### src/rtl/fetch_sequencer.sv
// Run-control FSM for the instruction-fetch stage: start/done handshake, memory stalls, halt.
// Optional cycle counter enabled by defining FETCH_SEQ_CYCLE_COUNT_EN.
module fetch_sequencer #(
    parameter int D            = 12,
    parameter int STALL_CYCLES = 2,
    parameter int CW           = 16
) (
    input  logic          CLK,
    input  logic          reset,
    input  logic          Start,
    input  logic          HaltInstr,
    input  logic          MemAccess,
    input  logic          BranchReq,
    output logic          Init,
    output logic          Halt,
    output logic          BranchEn,
    output logic          Done,
    output logic          Busy
`ifdef FETCH_SEQ_CYCLE_COUNT_EN
    ,
    output logic [CW-1:0] CycleCount
`endif
);

    localparam int SCW = (STALL_CYCLES > 2) ? $clog2(STALL_CYCLES) : 1;
    localparam logic [SCW-1:0] STALL_LOAD = (STALL_CYCLES > 0) ? SCW'(STALL_CYCLES - 1) : '0;

    // D only has to agree with the fetch stage's PC width; reject nonsense at elaboration.
    if (D < 1 || CW < 1 || STALL_CYCLES < 0) begin : g_bad_params
        $error("fetch_sequencer: invalid parameters");
    end

    typedef enum logic [2:0] {
        S_IDLE,
        S_INIT,
        S_RUN,
        S_STALL,
        S_DONE
    } state_t;

    state_t         r_state;
    state_t         w_state_nxt;
    logic [SCW-1:0] r_stall_cnt;
    logic [SCW-1:0] w_stall_cnt_nxt;
    logic           r_start_q;
    logic           w_start_rise;
    logic           w_mem_stall;

    assign w_start_rise = Start & ~r_start_q;
    assign w_mem_stall  = MemAccess && (STALL_CYCLES > 0);

    always_ff @(posedge CLK) begin
        if (!reset) begin
            r_state     <= S_IDLE;
            r_stall_cnt <= '0;
            r_start_q   <= 1'b0;
        end else begin
            r_state     <= w_state_nxt;
            r_stall_cnt <= w_stall_cnt_nxt;
            r_start_q   <= Start;
        end
    end

    // Halt/BranchEn in RUN are Mealy so the PC freezes on the same edge that decodes halt or mem.
    always_comb begin
        w_state_nxt     = r_state;
        w_stall_cnt_nxt = r_stall_cnt;
        Init            = 1'b0;
        Halt            = 1'b1;
        BranchEn        = 1'b0;
        Done            = 1'b0;
        Busy            = 1'b0;
        case (r_state)
            S_IDLE: begin
                if (w_start_rise) begin
                    w_state_nxt = S_INIT;
                end
            end
            S_INIT: begin
                Init        = 1'b1;
                Busy        = 1'b1;
                w_state_nxt = S_RUN;
            end
            S_RUN: begin
                Busy = 1'b1;
                if (HaltInstr) begin
                    w_state_nxt = S_DONE;
                end else if (w_mem_stall) begin
                    w_stall_cnt_nxt = STALL_LOAD;
                    w_state_nxt     = S_STALL;
                end else begin
                    Halt     = 1'b0;
                    BranchEn = BranchReq;
                end
            end
            S_STALL: begin
                Busy = 1'b1;
                if (r_stall_cnt != '0) begin
                    w_stall_cnt_nxt = r_stall_cnt - 1'b1;
                end else begin
                    Halt        = 1'b0;
                    w_state_nxt = S_RUN;
                end
            end
            S_DONE: begin
                Done = 1'b1;
                if (w_start_rise) begin
                    w_state_nxt = S_INIT;
                end
            end
            default: begin
                w_state_nxt = S_IDLE;
            end
        endcase
    end

`ifdef FETCH_SEQ_CYCLE_COUNT_EN
    logic [CW-1:0] r_cycle_cnt;

    always_ff @(posedge CLK) begin
        if (!reset) begin
            r_cycle_cnt <= '0;
        end else if (r_state == S_INIT) begin
            r_cycle_cnt <= '0;
        end else if ((r_state == S_RUN || r_state == S_STALL) && r_cycle_cnt != '1) begin
            r_cycle_cnt <= r_cycle_cnt + 1'b1;
        end
    end

    assign CycleCount = r_cycle_cnt;
`endif

endmodule
### config.mk
export PLATFORM = sky130hd
export DESIGN_NAME = fetch_sequencer
export DESIGN_NICKNAME = d
export VERILOG_FILES = /design/src/rtl/fetch_sequencer.sv
export SDC_FILE = /design/constraint.sdc
export NUM_CORES = 1
export LEC_CHECK = 0
export ABC_AREA = 0
export CORE_AREA = 2 2 39 41
export DETAILED_ROUTE_END_ITERATION = 10
export DIE_AREA = 0 0 41 43
export MAX_ROUTING_LAYER = met4
export PLACE_DENSITY = 0.48
export SLEW_MARGIN = 20
export SYNTH_ARGS = -nofsm -noshare
export SYNTH_HDL_FRONTEND = slang
export SYNTH_SLANG_ARGS = --single-unit
### constraint.sdc
create_clock -name CLK -period 2.1 [get_ports CLK]
set_input_delay 0.42 -clock CLK [delete_from_list [all_inputs] [get_ports CLK]]
set_output_delay 0.42 -clock CLK [all_outputs]
set_load 0.005 [all_outputs]
==> impl_results.md <==
- Maximum level of the CTS H-tree: 1
- Compound-Gate Fraction of Synth Area: 0.210
- Commonest non-fill, non-tap cell in the layout: clkdlybuf4s50_1
- Antenna viol nets, final: 0
- Final-report hold violation count: 0
- Synth Area per Inst: 8.56 um^2
- Commonest cells after routing, fill and taps aside: clkdlybuf4s50_1 (8), dfxtp_1 (4)
- Startpoint-to-endpoint class of the critical path: flip-flop to output port
- Reg2Reg Capture Point: r_stall_cnt$_SDFFE_PN0P_
- Top post-synthesis cells by area: dfxtp_1 (37%), and2b_2 (9.6%), o41ai_2 (5.9%)
- Number of hold buffers added after cts: 0
- Net Count, Synth: 38
- Number of global-route vias before repair: 236
- Vias after detailed routing: 264
- Die height: 43 um
- Cell accounting for the most synthesized area: dfxtp_1
- Synthesized-area fraction occupied by xor and xnor cells: 0
- Buffers inserted during post-CTS setup optimization: 0
- CTS root buffer: clkbuf_4
- R2r startpoint: r_state[2]$_SDFFE_PN0P_
- Post-synthesis instance area: 274 um^2
- DR vias/cell: 4.19
- Max Buffers Root-to-Sink: 2
- Setup crit start kind: flip-flop
- Min-Delay Endpoint: r_state[0]$_SDFFE_PN0P_
- Arrival time at the worst endpoint: 1550 ps
- Reg-to-reg slack, setup: 1040 ps
- Combinational family with the most area after synthesis: simple AND/OR/NAND/NOR gates
- Num Clock Sinks: 5
- Max-slew violations: 0
- Clock tree from TritonCTS: yes
- Die X-Extent: 41 um
- Initial Utilization: 0.198
- Period Utilization, post-route: 0.940
- TritonRoute pass-1 iters: 1
- Area of all sequential standard cells: 101 um^2
- Hold path depth: 2
- Cell depth of the worst flop-to-flop path: 3
- Routability congestion estimate from global placement: 0.608
- Type of the worst min-delay path: flip-flop to flip-flop
- Maximum number of pins on one net before global-route repair: 11
- DRC Markers: 0
- CTS Buf Count: 3
- Synthesized-area fraction occupied by adder cells: 0
- Actual transition at the worst max-transition pin: 318 ps
- Register bit count reported by yosys: 5
- Sequential area share after synthesis: 0.365
- Number of antenna violations at the first check in global routing: 0
- Total half-perimeter wirelength after legalization and detailed placement: 456 um
- First-pass GRT wire length: 945 um
- Clock transition at the register clock pins on the worst setup and hold paths after CTS: about 50 ps
- Fraction of registers with async set/reset: 0
- Total wirelength of the detailed-routed design: 593 um
- Fraction of layout cells with a size suffix above 1: 0.255
- Max IR drop VDD: 0.000313 V
- Combined area of the multi-input logic cells: 159 um^2
- Number of placed I/O pins: 11
- Area enclosed by the die boundary: 1760 um^2
- Gate count of the mapped netlist: 32
- Final TNS setup: 0 ps
- Worst Path Max Fanout: 7
- Count of inserted antenna diode cells: 0
- Slew HR: 0.788
- Detailed router's first-iteration violation count: 0
- Total track usage: 0.0833
- Basic-gate share of the synthesized area counting and, or, nand and nor cells: 0.370
- Final routed wire length divided by cell count: 9.41 um
- EDFF count, synth: 0
- Synth cell types: 19
- Standard-cell row count: 14
- Overflow left after global routing: 0
- Fmax: 0.507 GHz
- Input/output buffers: 10
- Share of the synthesized area in the top cell type: 0.365
- Later-pin clock latency in the skew report: 240 ps
- Clk_skew: around 8 ps
- Time the final worst path needs with I/O delays and setup: 1970 ps
- Setup violators final: 0
- Number of max-cap violations: 0
- Post-Route Hold Slack: between 500 and 600 ps
- Unrepaired setup endpoints after global routing: no
- Data required time at the worst endpoint: approximately 1700 ps
- Layout Area Growth over Synthesis: 60.3%
- Warnings from Yosys: 0
- Leak: 0.200 nW
- Type of element capturing the critical path: output port
- Final-stage net count: 54
- Mux share of post-synthesis cell area: 0
- Launch point of the worst hold path: r_stall_cnt$_SDFFE_PN0P_
- Power per unit of standard cell area: 613 nW/um^2
- Outcome: completed
- Dominant synthesized flop cell: dfxtp_1
- Fill count: 158
- Core Box Area: 1380 um^2
## per-stage QoR
stage / setup slack [ps] / power [mW] / cell area (um^2) / utilization / cells
CTS: 28.7 / 0.275 / 433 / 0.313 / 63
floorplan: 857 / 0.131 / 274 / - / 32
finish: 126 / 0.269 / 439 / 0.317 / 63
detailed placement: 37.2 / 0.160 / 405 / 0.293 / 59
global route: 16.4 / 0.290 / 439 / 0.317 / 63
global placement: 23.1 / 0.160 / 405 / 0.293 / 59
## kinds of logic (layout without fill, tap and decap cells)
family	after synthesis	count (layout)
AND/OR/NAND/NOR	16	16
buffers and inverters	4	19
AO/OA/AOI/OAI	7	7
flip-flops	5	5
## routing by layer
layer / up-vias / track usage / wire length [um]
met4: 0 / 0.0200 / 0
li1: 143 / - / -
met2: 6 / 0.113 / 273
met3: 0 / 0.0628 / 44
met5: - / - / 0
met1: 115 / 0.0965 / 275
## cell type report
cell class / instances / share of cell area
Tap cell: 16 / 0.0456
Inverter: 3 / 0.0256
Sequential cell: 5 / 0.231
Clock buffer: 3 / 0.0513
Clock inverter: 1 / 0.0114
Multi-Input combinational cell: 23 / 0.362
Timing Repair Buffer: 12 / 0.274
## worst max path at each step
| stage | startpoint | end | slack [ps] | cells after the start |
|---|---|---|---|---|
| detailed placement | HaltInstr | BranchEn | 40 | 4 |
| global route | r_state[2]$_SDFFE_PN0P_ | BranchEn | 20 | 3 |
| CTS | HaltInstr | BranchEn | 30 | 4 |
| finish | r_state[2]$_SDFFE_PN0P_ | BranchEn | 130 | 3 |
| floorplan | r_state[2]$_SDFFE_PN0P_ | BranchEn | 860 | 2 |
| global placement | HaltInstr | BranchEn | 20 | 4 |
## report_power, final
part	leakage (nW)	internal [mW]	switching, mW
clock	0.0177	0.0691	0.0428
sequential	0.0414	0.100	0.00752
combinational	0.141	0.0319	0.0175
total	0.200	0.201	0.0679
## registers in the layout (all words and copies together) (netlist names)
name / cells
r_state: 3
r_stall_cnt: 1
r_start_q: 1
## Yosys cell counts, types with 2 or more instances
library cell and count:
and2_1 2, and2b_2 3, dfxtp_1 5, inv_1 3, nor2_1 3, nor3_1 3
## critical path: stages (launching register included)
cell,delay [ps]
dfxtp_1,350
and2b_2,280
and4b_1,190
clkdlybuf4s50_1,490
## repair_timing
item / 4_1_cts / 5_1_grt
resized for setup: 0 / 3
endpoints found under the hold margin: 0 / 0
setup endpoints to repair: 0 / 2
No activity file was read; power rests on OpenSTA's default activity.
==> variant (same settings) <==
Encoding of `state_t`: now one-hot (5 bits for 5 states).
--- a/src/rtl/fetch_sequencer.sv
+++ b/src/rtl/fetch_sequencer.sv
@@ -32,8 +32,8 @@
 
-    typedef enum logic [2:0] {
-        S_IDLE,
-        S_INIT,
-        S_RUN,
-        S_STALL,
-        S_DONE
+    typedef enum logic [4:0] {
+        S_IDLE  = 5'b00001,
+        S_INIT  = 5'b00010,
+        S_RUN   = 5'b00100,
+        S_STALL = 5'b01000,
+        S_DONE  = 5'b10000
     } state_t;
Behaviour: no difference found for any inputs over 10 cycles, from zero or initial values and one cycle with reset low; not proved beyond that.
==> variant against the original RTL <==
- worst setup slack worse by 95 ps
- routed wire length up 83%
- die area unchanged
- sequential cell count up 2
- fmax down 4.6%
- synthesized cell count up 59%
- final area up 50%
- area after synthesis up 58%
- total power up 33%
- register-to-register slack worse by 620 ps
- count of clock-buffer cells in the layout up 1
- via count up 63%
==> variant: results (changes against the original RTL) <==
metric;value;unit;change
fillers;147;;-7.0%
grt_pass1_vias;419;;+78%
synthTopCellsByArea;dfxtp_1 (32%), nor3_1 (5.8%), o211a_1 (4.6%);;
wl_per_cell;12.3;um;+31%
p_leak;0.317;nW;+59%
grt_use_total;15.4;%;+7.0 points
m1WireLength;491;um;+79%
grt_pass1_wl;1.77;mm;+87%
place_congestion;0.757;;+25%
synth_nets;57;;+50%
critical_path_arrival;1650;ps;+100 ps
r2r_slack;420;ps;-620 ps
finClkSkew;5.29;ps;-2.64 ps
drive_above_1_share;34.7;%;+9.2 points
grt_max_degree;9;;-2
largestRegisters;r_state: 5 flops, r_stall_cnt: 1 flops, r_start_q: 1 flops;;
critPathMaxStageDelay;400;ps;-90 ps
drt-initial-drc-count;7;;+7
synth.distinct_cells;28;;+9
relSlewSlack;76.0;%;-2.8 points
whs;466;ps;-45.4 ps
synth_common_cells;dfxtp_1 (7), nand2_1 (5), nor2_1 (5), nor3_1 (5);;
ctsLongestPathBuffers;2;;unchanged
met2WireLength;544;um;+99%
peakVddDrop;0.472;mV;+51%
hold_start;r_start_q;;
met2_usage;21.6;%;+10 points
pwr_density_cell;543;mW/mm^2;-11%
hold-path-endpoint;r_state[1];;
r2r_cells;6;;+3
via_per_inst;4.89;;+17%
status;finished, final reports clean;;
placed_area;594;um^2;+47%
ys_seq_area_share;32.4;%;-4.2 points
fin_nets;79;;+46%
met3_usage;9.42;%;+3.1 points
cp_slowest_cell;or3_4;;
wl_met3;49;um;+11%
dr.pass1.iters;3;;+2
==> variant: cells by family after synthesis <==
| group | after synthesis | synth area share, % |
|---|---|---|
| muxes | 1 | 2.31 |
| xor gates and xnor gates | 3 | 6.07 |
| DFF | 7 | 32.4 |
| buffers and inverters | 4 | 6.07 |
| and+or+nand+nor | 27 | 35.6 |
| AOI/OAI and AO/OA | 9 | 17.6 |
==> variant: worst max path at each step <==
stage / start / endpoint / cells after the start
finish: r_state[1] / BranchEn / 5
global route: r_state[1] / BranchEn / 5
CTS: r_state[4] / Halt / 5
detailed placement: MemAccess / BranchEn / 4
global placement: MemAccess / BranchEn / 4
floorplan: r_state[0] / Halt / 5
==> variant: area by class of cell <==
class,count,share of cell area [%]
multi-input combinational,40,44.9
clock buffer,4,3.98
timing repair buffer,21,26.5
sequential,7,21.6
tap,16,3.03
==> variant: per-stage QoR <==
step | cells | setup TNS [ps] | power (mW) | worst slack, ps
detailed placement | 82 | -304 | 0.225 | -163
finish | 88 | 0 | 0.359 | 30.5
global placement | 82 | -316 | 0.224 | -164
CTS | 87 | -74.7 | 0.358 | -74.7
global route | 88 | -46.7 | 0.379 | -46.7
floorplan | 51 | 0 | 0.195 | 312
==> variant: power by group <==
group | internal [mW] | switching, mW | total [mW]
sequential | 0.140 | 0.00315 | 0.143
combinational | 0.0502 | 0.0438 | 0.0940
clock | 0.0725 | 0.0498 | 0.122
total | 0.262 | 0.0967 | 0.359
==> variant: worst min-delay path, delay by kind of cell (launching register included) <==
kind	cells	cell delay, ps
and+or+nand+nor	3	140
DFF	1	300
==> variant: what timing repair did <==
| action | CTS | global route |
|---|---|---|
| pin swaps | 4 | 4 |
| setup endpoints to repair | 4 | 2 |
| gates resized for setup | 11 | 4 |
| setup buffers | 1 | 1 |
